<file path="src/rtl/matmul_acc_if.sv">
`default_nettype none
// ============================================================================
// fixedp : common clock/reset bundle shared by the fixed-point datapath stages
// Rev 1.0
// ============================================================================
interface fixedp;
  logic clk;
  logic reset_l;
  modport sink (input clk, input reset_l);
endinterface
`default_nettype wire

</file>
<file path="src/rtl/matmul_acc.sv">
`default_nettype none
// ============================================================================
// matmul_acc : tile accumulator with clip, sticky errors and 2-entry out FIFO
// Rev 1.0
// ============================================================================
module matmul_acc #(
  parameter int WIDTH = 16,
  parameter int N     = 4,
  parameter int GUARD = 4
) (
  fixedp.sink                 g,
  input  logic                i_valid,
  input  logic                i_first,
  input  logic                i_last,
  input  logic [N*WIDTH-1:0]  i_data,
  output logic                o_valid,
  input  logic                o_ready,
  output logic [N*WIDTH-1:0]  o_data,
  output logic [N-1:0]        o_sat,
  output logic                err_ovf,
  output logic                err_proto,
  input  logic                err_clr
);
  localparam int AWIDTH = WIDTH + GUARD;
  localparam logic [0:0] S_IDLE  = 1'b0;
  localparam logic [0:0] S_ACCUM = 1'b1;

  logic [0:0]                   state_q, state_d;
  logic [N-1:0][AWIDTH-1:0]     acc_q, acc_d;
  logic [N-1:0]                 asat_q, asat_d;
  logic [N-1:0][AWIDTH-1:0]     w_sext, w_sum_sat;
  logic [N-1:0]                 w_add_ovf, w_clip_sat;
  logic [N-1:0][WIDTH-1:0]      w_clip;

  logic [N*WIDTH-1:0] head_data_q, head_data_d, tail_data_q, tail_data_d;
  logic [N-1:0]       head_sat_q, head_sat_d, tail_sat_q, tail_sat_d;
  logic [1:0]         cnt_q, cnt_d;
  logic               err_ovf_q, err_ovf_d, err_proto_q, err_proto_d;
  logic               w_load, w_add, w_proto, w_push, w_pop, w_ovf;

  generate
    for (genvar k = 0; k < N; k++) begin : g_lane
      logic [AWIDTH:0] sum;
      assign w_sext[k]     = {{GUARD{i_data[k*WIDTH+WIDTH-1]}}, i_data[k*WIDTH +: WIDTH]};
      assign sum           = {acc_q[k][AWIDTH-1], acc_q[k]} + {w_sext[k][AWIDTH-1], w_sext[k]};
      assign w_add_ovf[k]  = sum[AWIDTH] ^ sum[AWIDTH-1];
      assign w_sum_sat[k]  = w_add_ovf[k] ? {sum[AWIDTH], {(AWIDTH-1){~sum[AWIDTH]}}}
                                          : sum[AWIDTH-1:0];
      // Value fits WIDTH only when all guard bits match the WIDTH sign bit
      assign w_clip_sat[k] = acc_d[k][AWIDTH-1:WIDTH-1] != {(GUARD+1){acc_d[k][AWIDTH-1]}};
      assign w_clip[k]     = w_clip_sat[k] ? {acc_d[k][AWIDTH-1], {(WIDTH-1){~acc_d[k][AWIDTH-1]}}}
                                           : acc_d[k][WIDTH-1:0];
    end
  endgenerate

  assign w_load  = i_valid & i_first;
  assign w_add   = i_valid & ~i_first & (state_q == S_ACCUM);
  assign w_proto = i_valid & (i_first ? (state_q == S_ACCUM) : (state_q == S_IDLE));
  assign w_push  = i_valid & i_last & (w_load | w_add);
  assign w_pop   = (cnt_q != 2'd0) & o_ready;

  always_comb begin
    acc_d   = acc_q;
    asat_d  = asat_q;
    state_d = state_q;
    if (w_load) begin
      acc_d   = w_sext;
      asat_d  = '0;
      state_d = i_last ? S_IDLE : S_ACCUM;
    end else if (w_add) begin
      acc_d  = w_sum_sat;
      asat_d = asat_q | w_add_ovf;
      if (i_last) state_d = S_IDLE;
    end
  end

  // Pop is applied first so a full FIFO can accept a push in the same cycle
  always_comb begin
    head_data_d = head_data_q;
    head_sat_d  = head_sat_q;
    tail_data_d = tail_data_q;
    tail_sat_d  = tail_sat_q;
    cnt_d       = cnt_q;
    w_ovf       = 1'b0;
    if (w_pop) begin
      head_data_d = tail_data_q;
      head_sat_d  = tail_sat_q;
      cnt_d       = cnt_q - 2'd1;
    end
    if (w_push) begin
      if (cnt_d == 2'd0) begin
        head_data_d = w_clip;
        head_sat_d  = asat_d | w_clip_sat;
        cnt_d       = 2'd1;
      end else if (cnt_d == 2'd1) begin
        tail_data_d = w_clip;
        tail_sat_d  = asat_d | w_clip_sat;
        cnt_d       = 2'd2;
      end else begin
        w_ovf = 1'b1;
      end
    end
    err_ovf_d   = err_clr ? 1'b0 : (err_ovf_q | w_ovf);
    err_proto_d = err_clr ? 1'b0 : (err_proto_q | w_proto);
  end

  always_ff @(posedge g.clk) begin
    if (!g.reset_l) begin
      state_q     <= S_IDLE;
      acc_q       <= '0;
      asat_q      <= '0;
      head_data_q <= '0;
      head_sat_q  <= '0;
      tail_data_q <= '0;
      tail_sat_q  <= '0;
      cnt_q       <= 2'd0;
      err_ovf_q   <= 1'b0;
      err_proto_q <= 1'b0;
    end else begin
      state_q     <= state_d;
      acc_q       <= acc_d;
      asat_q      <= asat_d;
      head_data_q <= head_data_d;
      head_sat_q  <= head_sat_d;
      tail_data_q <= tail_data_d;
      tail_sat_q  <= tail_sat_d;
      cnt_q       <= cnt_d;
      err_ovf_q   <= err_ovf_d;
      err_proto_q <= err_proto_d;
    end
  end

  assign o_valid   = cnt_q != 2'd0;
  assign o_data    = head_data_q;
  assign o_sat     = head_sat_q;
  assign err_ovf   = err_ovf_q;
  assign err_proto = err_proto_q;
endmodule
`default_nettype wire
</file>
<file path="src/flat_wrapper.sv">
// flat-port wrapper written by rule: the top's interface ports become plain ports
module matmul_acc_flat 
#(
  parameter int WIDTH = 16,
  parameter int N     = 4,
  parameter int GUARD = 4
)
  (i_valid, i_first, i_last, i_data, o_valid, o_ready, o_data, o_sat, err_ovf, err_proto, err_clr, g_clk, g_reset_l);
  fixedp g_i ();
  input  logic i_valid;
  input  logic i_first;
  input  logic i_last;
  input  logic [N*WIDTH-1:0] i_data;
  output logic o_valid;
  input  logic o_ready;
  output logic [N*WIDTH-1:0] o_data;
  output logic [N-1:0] o_sat;
  output logic err_ovf;
  output logic err_proto;
  input  logic err_clr;
  input wire logic [$bits(g_i.clk)-1:0] g_clk;
  input wire logic [$bits(g_i.reset_l)-1:0] g_reset_l;
  assign g_i.clk = g_clk;
  assign g_i.reset_l = g_reset_l;
  matmul_acc #(.WIDTH(WIDTH), .N(N), .GUARD(GUARD)) u_core (.g(g_i), .i_valid(i_valid), .i_first(i_first), .i_last(i_last), .i_data(i_data), .o_valid(o_valid), .o_ready(o_ready), .o_data(o_data), .o_sat(o_sat), .err_ovf(err_ovf), .err_proto(err_proto), .err_clr(err_clr));
endmodule
</file>
<file path="config.mk">
export PLATFORM = sky130hd
export DESIGN_NAME = matmul_acc_flat
export DESIGN_NICKNAME = d
export VERILOG_FILES = /design/src/rtl/matmul_acc_if.sv /design/src/rtl/matmul_acc.sv /design/src/flat_wrapper.sv
export SDC_FILE = /design/constraint.sdc
export NUM_CORES = 1
export LEC_CHECK = 0
export BUFFER_PORTS_ARGS = -buffer_cell sky130_fd_sc_hd__buf_4
export CORE_AREA = 2 2 162 164
export CTS_BUF_LIST = sky130_fd_sc_hd__clkbuf_8
export DETAILED_ROUTE_END_ITERATION = 6
export DIE_AREA = 0 0 164 166
export MAX_ROUTING_LAYER = met4
export PLACE_DENSITY = 0.89
export SYNTH_ARGS = -nofsm -noshare
export SYNTH_HDL_FRONTEND = slang
export SYNTH_SLANG_ARGS = --single-unit
</file>
<file path="constraint.sdc">
create_clock -name g_clk -period 3.6 [get_ports g_clk]
set_input_delay 0.54 -clock g_clk [delete_from_list [all_inputs] [get_ports g_clk]]
set_output_delay 0.54 -clock g_clk [all_outputs]
set_load 0.03 [all_outputs]
</file>
# After elaboration in Yosys (flattened, before gate mapping)

Index checks and enable logic that the tools add are counted.

$add $sub $neg: 5
Equality and inequality tests: 5
Multiplexer cells: 30
Bitwise operators: 28
Reductions and logical operators: 7

Operators by type and width:

| kind                                                                  | number |
|---|---|
| 64-bit 2-to-1 mux                                                     | 3 |
| 80-bit 2-to-1 mux                                                     | 2 |
| 20-bit by 16-bit adder with 21-bit output                             | 4 |
| 20-bit 2-to-1 mux                                                     | 4 |
| 16-bit 2-to-1 mux                                                     | 4 |
| 4-bit 2-to-1 mux                                                      | 5 |
| 4-bit inequality test                                                 | 4 |
| 1-bit NOT                                                             | 12 |
| 1-bit 2-to-1 mux                                                      | 8 |
| 2-bit 2-to-1 mux                                                      | 4 |
| 4-bit bitwise OR                                                      | 2 |
| 1-bit AND                                                             | 7 |
| 2-bit nonzero test                                                    | 3 |
| 1-bit XOR                                                             | 4 |
| 1-bit bitwise OR                                                      | 3 |
| 3-bit AND reduction                                                   | 1 |
| 2-bit by 1-bit equality test with 1-bit output, second input constant | 1 |
| 2-bit logical NOT                                                     | 1 |
| 2-bit AND reduction                                                   | 1 |
| 2-bit OR reduction                                                    | 1 |
| 2-bit by 1-bit subtractor with 2-bit output, second input constant    | 1 |

Flip-flop bits (word level): 225
Bits of input ports: 71
Output and inout port bits: 71
Logic and storage cells: 88

# Depth between registers and ports, before layout

Gate-level depths: netlist of run 1.

Depth in word-level cells: 9
Depth in mapped cells: 16
Gate-level depth less buffers: 13

# Least setup slack after synthesis of run 1

Ideal clock, no wire load.

Path type: input -> register
Start: input i_data[0]
End: register u_core.head_data_q[10], in the netlist u_core.o_data[10]
Setup time: 79 ps
Data arrival time: 3746 ps
Data required time: 3521 ps
Slack: -225 ps
Stages: 15
Path buffers: 2
Cells stage by stage: ha_1 fa_1 a211oi_1 o211ai_1 nand3_1 o211ai_1 a31o_2 a211oi_2 nor3_1 or3_1 o22a_2 or3_1 buf_2 buf_6 o221ai_2

Word-level cells in the longest chain between the ends: 9
Elaborated cells between the ends (all ways): 11
Those cells by class: add/sub: 1; eq/ne: 1; mux: 6; bitwise: 3

Ends and longest elaborated chain:

| what                                                      | line                               | source |
|---|---|---|
| start: declaration                                        | flat_wrapper.sv:13                 | `input logic [N*WIDTH-1:0] i_data;` |
| 20-bit by 16-bit adder with 21-bit output *               | matmul_acc.sv:45                   | `assign sum = {acc_q[k][AWIDTH-1], acc_q[k]} + {w_sext[k][AWIDTH-1], w_sext[k]};` |
| 1-bit XOR / 1-bit NOT (equally long branches)             | matmul_acc.sv:46, matmul_acc.sv:47 |  |
| 20-bit 2-to-1 mux *                                       | matmul_acc.sv:47                   | `assign w_sum_sat[k] = w_add_ovf[k] ? {sum[AWIDTH], {(AWIDTH-1){~sum[AWIDTH]}}}` |
| 80-bit 2-to-1 mux *                                       | matmul_acc.sv:70                   | `end else if (w_add) begin` |
| 80-bit 2-to-1 mux *                                       | matmul_acc.sv:66                   | `if (w_load) begin` |
| 4-bit inequality test / 1-bit NOT (equally long branches) | matmul_acc.sv:50, matmul_acc.sv:51 |  |
| 16-bit 2-to-1 mux *                                       | matmul_acc.sv:51                   | `assign w_clip[k] = w_clip_sat[k] ? {acc_d[k][AWIDTH-1], {(WIDTH-1){~acc_d[k][AWIDTH-1]}}}` |
| 64-bit 2-to-1 mux *                                       | matmul_acc.sv:91                   | `if (cnt_d == 2'd0) begin` |
| 64-bit 2-to-1 mux *                                       | matmul_acc.sv:90                   | `if (w_push) begin` |
| end signal: assignment                                    | matmul_acc.sv:123                  | `head_data_q <= head_data_d;` |
| end: declaration                                          | matmul_acc.sv:35                   | `logic [N*WIDTH-1:0] head_data_q, head_data_d, tail_data_q, tail_data_d;` |

Mark *: on every way between the ends. The rest lies on a longest branch, timed or not.
A chain may end at the register's enable or synchronous reset.

# Worst setup path after layout of run 1

Start: register u_core.acc_q[20] (netlist name)
End: register u_core.tail_data_q[21]

Word-level cells in the longest chain between the ends: 7
Elaborated cells between the ends (all ways): 9
Those cells by class: add/sub: 1; eq/ne: 1; mux: 4; bitwise: 3

Ends and longest elaborated chain:

| what                                                      | line                               | source |
|---|---|---|
| start: declaration                                        | matmul_acc.sv:29                   | `logic [N-1:0][AWIDTH-1:0] acc_q, acc_d;` |
| start signal: assignment                                  | matmul_acc.sv:110                  | `acc_q <= '0;` |
| start signal: assignment                                  | matmul_acc.sv:121                  | `acc_q <= acc_d;` |
| 20-bit by 16-bit adder with 21-bit output *               | matmul_acc.sv:45                   |  |
| 1-bit XOR / 1-bit NOT (equally long branches)             | matmul_acc.sv:46, matmul_acc.sv:47 |  |
| 20-bit 2-to-1 mux *                                       | matmul_acc.sv:47                   |  |
| 80-bit 2-to-1 mux *                                       | matmul_acc.sv:70                   |  |
| 80-bit 2-to-1 mux *                                       | matmul_acc.sv:66                   |  |
| 4-bit inequality test / 1-bit NOT (equally long branches) | matmul_acc.sv:50, matmul_acc.sv:51 |  |
| 16-bit 2-to-1 mux *                                       | matmul_acc.sv:51                   |  |
| end signal: assignment                                    | matmul_acc.sv:125                  | `tail_data_q <= tail_data_d;` |
| end: declaration                                          | matmul_acc.sv:35                   |  |

Marked as above.

==> results by group, run 1 <==
Timing
  • Tmin final: 3.530 ns
  • Layout Skew: 0.02166 ns
  • Final setup viols: 0
  • Worst Tran Pin Value: 1.306 ns
  • Slew HR: 12.84%
  • Fmax achieved: 283.3 MHz
  • Final hold vios: 0
  • Setup Total Neg Slack: 0 ns
  • Final Hold Slack: 0.2718 ns
  • Final Max Tran Viols: 0
  • Fin crit share: 98.05%

Power and ir drop
  • Seq pwr share: 34.3%
  • Clock power share: 32.7%
  • P_leak: 0.008151 µW
  • Int Pwr: 5343 µW
  • Gate power share: 33.1%
  • Pwr Total: 8176 µW
  • Peak VDD IR: 0.0003543 V
  • Power Dens Cells: 437.9 nW/µm²
  • Switching Fraction: 34.65%
  • Switching power: 2833 µW

Placed design
  • Dpl cell area: 17310 µm²
  • Buffers on Ports: 141
  • Post-DP HPWL: 33.77 mm
  • GP Congestion: 0.9989
  • Placed cell count: 2397

Final layout
  • Design area: 18670 µm²
  • Commonest non-fill, non-tap cell in the layout: buf_4
  • Post-route insts no fill: 2484
  • Register area: 4506 µm²
  • Diode count: 0
  • Footprint of the multi-input gates: 9365 µm²
  • Commonest non-fill, non-tap cells in the layout: buf_4, nand2_1, dfxtp_1
  • Syn-to-layout area delta: 33.55%
  • Final net count: 2278
  • Layout cells sized above 1: 28.15%
  • Fill count: 1766

Setup path
  • Cell Chain, Critical Path: ha_1, fa_2, a211oi_2, nor2_1, a211oi_2, a311o_1, a21oi_1, a221oi_2, nand2_1, or3_4, o21a_2, o311ai_1
  • Delay-heaviest family, CP: compound AO/OA/AOI/OAI gates
  • CP required: 4.07 ns
  • R2R cell count: 12
  • R2r setup slk: 0.07 ns
  • CP dominant cell by count: a211oi_2
  • Critical Path Max Stage Delay: 0.39 ns
  • Critical Path End Type: register
  • Crit path buffers/inverters: 0
  • Crit path kind: reg -> reg
  • Worst EP arrival: 4.00 ns
  • Crit-path max FO: 7
  • CP Launch Type: register
  • Worst path slowest cell: or3_4
  • R2r endpoint: u_core.tail_data_q[21]$_SDFFE_PN0P_
  • Critical R2R Launch: u_core.acc_q[20]$_SDFF_PN0_

Global routing
  • First-pass GRT wire length: 76.00 mm
  • GRT overflow: 0
  • GRT Overall Usage: 34.97%
  • Initial antenna violation count: 0
  • Pin count of the biggest net entering global routing: 69
  • Number of global-route vias before repair: 15420

Routing
  • Final ANT Viol Nets: 0
  • Vias post-DR: 15810
  • Wire length per cell: 19.56 µm
  • Drt drc: 0
  • Initial DRC Count: 1725
  • First drt pass iteration count: 6
  • Final wirelength: 48.60 mm
  • Vias per inst: 6.366

Clocking
  • Worst-path clk slew: 0.06 ns
  • Clk buf depth: 3
  • CTS tree: yes
  • H-tree lvl count: 2
  • Sinks on Clock Net: 225
  • CTS root buffer: clkbuf_8
  • CTS buffer count: 41
  • Clk Latency, worst-skew pair: 0.57 ns

Synthesis
  • Synth Flop Type: dfxtp_1
  • Mapped Cells: 1759
  • Synthesized cell area: 13980 µm²
  • Post-synth cell types: 82
  • FF+latch count, synth: 225
  • Post-synth EDFFs: 0
  • Post-Synthesis Net Count: 1919
  • Sequential area share after synthesis: 32.21%
  • Ys async rst share: 0%
  • Mapped Avg Cell Area: 7.949 µm²
  • Synth warn: 0

Run
  • Max-cap viol count: 0

Floorplan
  • Top Ports: 142
  • Number of core rows: 59
  • Initial Utilization: 54.58%
  • Floorplan core area: 25620 µm²
  • Die X-Extent: 164 µm
  • Die Span Y: 166 µm
  • Die area: 27220 µm²

Worst hold path
  • Hold path start: i_data[36]
  • Hold path endpoint: u_core.acc_q[44]$_SDFF_PN0_
  • Hold depth: 3
  • Hold WC Path Type: in -> reg

Status
  • Outcome: finished clean
## cells in the mapped netlist, drive strengths merged, types with 8 or more instances
cell	count	area share, %
a211o	19	1.2
a211oi	40	2.2
a21o	34	1.8
a21oi	166	6.0
a221oi	26	1.7
a222oi	8	0.57
a311oi	63	4.0
a31oi	18	0.85
and2	23	1.0
and3	76	3.4
buf	21	0.75
clkbuf	102	2.7
dfxtp	225	32
ha	85	7.6
inv	23	0.62
mux2i	17	1.2
nand2	251	6.7
nand3	32	1.1
nand4	12	0.58
nor2	176	4.7
nor3	32	1.1
o211ai	16	0.86
o21a	18	0.97
o21ai	71	2.6
o221ai	18	1.6
o311ai	16	1.1
or3	9	0.44
xnor2	37	2.3
xor2	24	1.5
## power by group through the flow
stage          clock (µW)  sequential, µW  combinational [µW]
4_1_cts              2690            2790                2550
3_5_place_dp            0            2850                2530
2_1_floorplan           0            2970                1370
6_report             2670            2800                2700
5_1_grt              2800            2810                2900
3_3_place_gp            0            2840                2460
## state kept, by name, indices dropped and copies added, names as in the netlist, 2 cells and up
register / flops
u_core.acc_q: 80
u_core.o_data: 64
u_core.tail_data_q: 64
u_core.asat_q: 4
u_core.o_sat: 4
u_core.tail_sat_q: 4
u_core.cnt_q: 2
## what timing repair did
| action | CTS | global route |
|---|---|---|
| pin swaps | 5 | 23 |
| endpoints found under the setup margin | 19 | 125 |
| cloned | 0 | 3 |
| hold buffers | 0 | 0 |
| gates resized for setup | 3 | 76 |
| buffers inserted | 2 | 8 |
## final cells by class
cell class,count,share of cell area (%)
timing repair buffer,436,18.13
clock buffer,48,3.538
sequential,225,24.13
clock inverter,26,1.347
multi-input combinational,1391,50.15
tap,335,2.245
inverter,23,0.4623
## through the flow
step,setup slack [ns],utilization [%]
floorplan,-0.06332,-
global placement,-0.3155,67.57
detailed placement,-0.4468,67.57
CTS,0.002602,71.22
global route,-0.05783,72.90
finish,0.07024,72.90
## worst max-delay path by stage
stage | slack [ns] | to | startpoint | depth (start not counted)
4_1_cts | 0.003 | u_core.o_data[1]$_SDFF_PN0_ | u_core.acc_q[0]$_SDFF_PN0_ | 14
3_5_place_dp | -0.45 | u_core.tail_data_q[16]$_SDFFE_PN0P_ | i_data[30] | 13
6_report | 0.07 | u_core.tail_data_q[21]$_SDFFE_PN0P_ | u_core.acc_q[20]$_SDFF_PN0_ | 12
3_3_place_gp | -0.32 | u_core.tail_data_q[21]$_SDFFE_PN0P_ | i_data[16] | 14
5_1_grt | -0.06 | u_core.o_data[37]$_SDFF_PN0_ | u_core.acc_q[41]$_SDFF_PN0_ | 14
2_1_floorplan | -0.06 | u_core.o_data[10]$_SDFF_PN0_ | i_data[0] | 15
## worst register-to-register path, stage by stage (launching register included)
cell and delay (ns):
dfxtp_1 0.31, ha_1 0.21, fa_2 0.36, a211oi_2 0.19, nor2_1 0.12, a211oi_2 0.34, a311o_1 0.29, a21oi_1 0.11
a221oi_2 0.36, nand2_1 0.15, or3_4 0.39, o21a_2 0.29, o311ai_1 0.30
## metal layers
layer / global-route usage, % / wire (µm) / vias to the layer above
met3: 5.544 / 3921 / 184
met4: 18.73 / 2452 / 0
met5: - / 0 / -
met1: 41.81 / 19380 / 7536
li1: - / - / 7257
met2: 56.27 / 22840 / 836
## cell families (layout without fill, tap and decap cells)
| group | count (synthesis) | after routing | share of synthesized area (%) |
|---|---|---|---|
| DFF | 225 | 225 | 32.21 |
| AOI/OAI and AO/OA | 571 | 574 | 29.25 |
| xor gates and xnor gates | 61 | 61 | 3.821 |
| muxes | 17 | 17 | 1.217 |
| buffers and inverters | 146 | 533 | 4.116 |
| adders and majority gates | 90 | 90 | 8.251 |
| and+or+nand+nor | 649 | 649 | 21.13 |
Note: power is estimated with default switching activity, not from simulation.
==> inputs of run 2 (changes only) <==
==> constraint.sdc (replaced) <==
create_clock -name g_clk -period 3.6 [get_ports g_clk]
set_input_delay 0 -clock g_clk [delete_from_list [all_inputs] [get_ports g_clk]]
set_output_delay 0 -clock g_clk [all_outputs]
set_load 0.03 [all_outputs]
==> results by group, run 2 (same netlist as run 1, synthesis figures left out) <==
Clocking
  • H-tree lvl count: 2 (unchanged)
  • Sinks on Clock Net: 225 (unchanged)
  • Clk Latency, worst-skew pair: 0.58 ns (about the same)
  • CTS tree: yes
  • Worst-path clk slew: 0.06 ns (about the same)
  • CTS root buffer: clkbuf_8
  • CTS buffer count: 40 (-2.4%)
  • Clk buf depth: 3 (unchanged)

Floorplan
  • Floorplan core area: 25620 µm² (unchanged)
  • Die Span Y: 166 µm (unchanged)
  • Top Ports: 142 (unchanged)
  • Number of core rows: 59 (unchanged)
  • Die X-Extent: 164 µm (unchanged)
  • Die area: 27220 µm² (unchanged)
  • Initial Utilization: 54.58% (unchanged)

Final layout
  • Syn-to-layout area delta: 29.62%
  • Fill count: 1817 (+2.9%)
  • Commonest non-fill, non-tap cell in the layout: buf_4
  • Post-route insts no fill: 2386 (-3.9%)
  • Final net count: 2184 (-4.1%)
  • Layout cells sized above 1: 22.49% (-5.7 points)
  • Commonest non-fill, non-tap cells in the layout: buf_4, nand2_1, dfxtp_1
  • Max reg flops: 80 (unchanged)
  • Largest Register: u_core.acc_q

Setup path
  • Critical Path Max Stage Delay: 0.51 ns (+0.12 ns)
  • R2R cell count: 12 (unchanged)
  • Worst path slowest cell: a221o_2
  • Setup crit end: u_core.o_data[17]$_SDFF_PN0_
  • Crit path buffers/inverters: 2 (+2)
  • Cell Chain, Critical Path: ha_1, and2_4, nand2_1, nor4b_1, a21bo_2, and2_2, buf_4, a221o_2, a41oi_4, o21ai_4, buf_6, a311oi_1
  • Number of cells on the critical path: 12 (unchanged)
  • Worst EP arrival: 4.01 ns (about the same)
  • Critical Path End Type: register
  • CP required: 4.06 ns (about the same)
  • CP Launch Type: register
  • Delay-heaviest family, CP: compound AO/OA/AOI/OAI gates
  • R2r endpoint: u_core.o_data[17]$_SDFF_PN0_
  • Crit path kind: reg -> reg
  • Crit-path max FO: 8 (+1)
  • CP startpoint: u_core.acc_q[34]$_SDFF_PN0_
  • R2r setup slk: 0.05 ns (-0.02 ns)
  • Critical R2R Launch: u_core.acc_q[34]$_SDFF_PN0_

Routing
  • First drt pass iteration count: 7 (+1)
  • Drt drc: 0 (unchanged)
  • Final wirelength: 50.00 mm (+2.9%)
  • Initial DRC Count: 2065 (+20%)
  • Final ANT Viol Nets: 0 (unchanged)
  • Vias per inst: 6.530 (+2.6%)
  • Wire length per cell: 20.95 µm (+7.1%)
  • Vias post-DR: 15580 (-1.5%)

Power and ir drop
  • P_leak: 0.007551 µW (-7.4%)
  • Power Dens Cells: 429.6 nW/µm² (-1.9%)
  • Peak VDD IR: 0.0003099 V (-13%)
  • Pwr Total: 7786 µW (-4.8%)

Timing
  • Final setup viols: 0 (unchanged)
  • Final Max Tran Viols: 0 (unchanged)
  • Worst Tran Pin Value: 0.9135 ns (-0.3924 ns)
  • Fmax achieved: 281.8 MHz (-0.51%)
  • Final hold vios: 0 (unchanged)
  • Tmin final: 3.548 ns (+0.01826 ns)
  • Slew HR: 39.10% (+26 points)
  • Fin crit share: 98.56% (+0.51 points)
  • Layout Skew: 0.02282 ns (+0.001155 ns)

Global routing
  • Initial antenna violation count: 1 (+1)
  • Pin count of the biggest net entering global routing: 69 (unchanged)
  • Number of global-route vias before repair: 14790 (-4.1%)
  • First-pass GRT wire length: 75.41 mm (-0.78%)
  • GRT overflow: 0 (unchanged)
  • GRT Overall Usage: 34.85% (-0.12 points)

Status
  • Outcome: finished clean

Worst hold path
  • Hold WC Path Type: in -> reg

Placed design
  • Post-DP HPWL: 32.30 mm (-4.4%)
  • Buffers on Ports: 141 (unchanged)
  • Placed cell count: 2223 (-7.3%)
  • GP Congestion: 0.9564 (-4.3%)

Run
  • Max-cap viol count: 0 (unchanged)
-- run 2: metal layers --
| metal | global-route usage, % | part of all wire [%] |
|---|---|---|
| met1 | 44.55 | 40 |
| met5 | - | 0 |
| met4 | 14.23 | 4.7 |
| met2 | 54.66 | 46 |
| met3 | 5.794 | 8.9 |
-- run 2: layout make-up --
class / count / area (µm²) / share of cell area (%)
tap: 335 / 419.2 / 2.313
timing repair buffer: 343 / 2834 / 15.64
antenna: 1 / 2.502 / 0.01381
sequential: 225 / 4509 / 24.88
inverter: 23 / 86.33 / 0.4764
multi-input combinational: 1391 / 9492 / 52.37
clock buffer: 49 / 674.4 / 3.721
clock inverter: 19 / 106.4 / 0.5868
-- run 2: how the worst min path moves through the flow --
stage,startpoint,to,slack (ns),depth (start not counted)
2_1_floorplan,i_data[0],u_core.acc_q[0]$_SDFF_PN0_,0.17,2
5_1_grt,o_ready,u_core.cnt_q[0]$_SDFF_PN0_,0.17,5
3_3_place_gp,err_clr,u_core.err_proto$_SDFF_PP0_,0.28,3
3_5_place_dp,err_clr,u_core.err_ovf$_SDFF_PP0_,0.29,3
4_1_cts,o_ready,u_core.cnt_q[0]$_SDFF_PN0_,0.12,5
6_report,o_ready,u_core.cnt_q[0]$_SDFF_PN0_,0.14,5
-- run 2: report_power, final --
group,leakage (µW),switching [µW],internal [µW]
logic,0.00527,1560,1030
registers,0.00183,125,2680
clock network,0.000445,1160,1240
-- run 2: per-stage QoR --
| stage | setup slack, ns | hold slack (ns) | setup TNS [ns] | instance area, µm² | util (%) |
|---|---|---|---|---|---|
| CTS | 0.0004556 | 0.1206 | 0 | 17410 | 67.96 |
| floorplan | 0.03209 | 0.1691 | 0 | 13980 | - |
| detailed placement | -0.07311 | 0.2944 | -0.5732 | 15900 | 62.06 |
| global placement | 0.02656 | 0.2830 | 0 | 15900 | 62.06 |
| global route | -0.08438 | 0.1716 | -4.051 | 18120 | 70.75 |
| finish | 0.05198 | 0.1389 | 0 | 18120 | 70.75 |
-- run 2: repair_timing --
action / 4_1_cts / 5_1_grt
hold endpoints to repair: 156 / 0
pin swaps: 1 / 29
gates cloned: 0 / 4
buffers inserted: 1 / 18
gates resized for setup: 5 / 118
hold buffers: 71 / 0
setup endpoints to repair: 32 / 134
-- run 2: tightest hold or removal path: stages --
cell      delay (ns)
buf_4           0.10
nor2b_4         0.15
xnor2_1         0.21
ha_1            0.15
a211oi_1        0.06
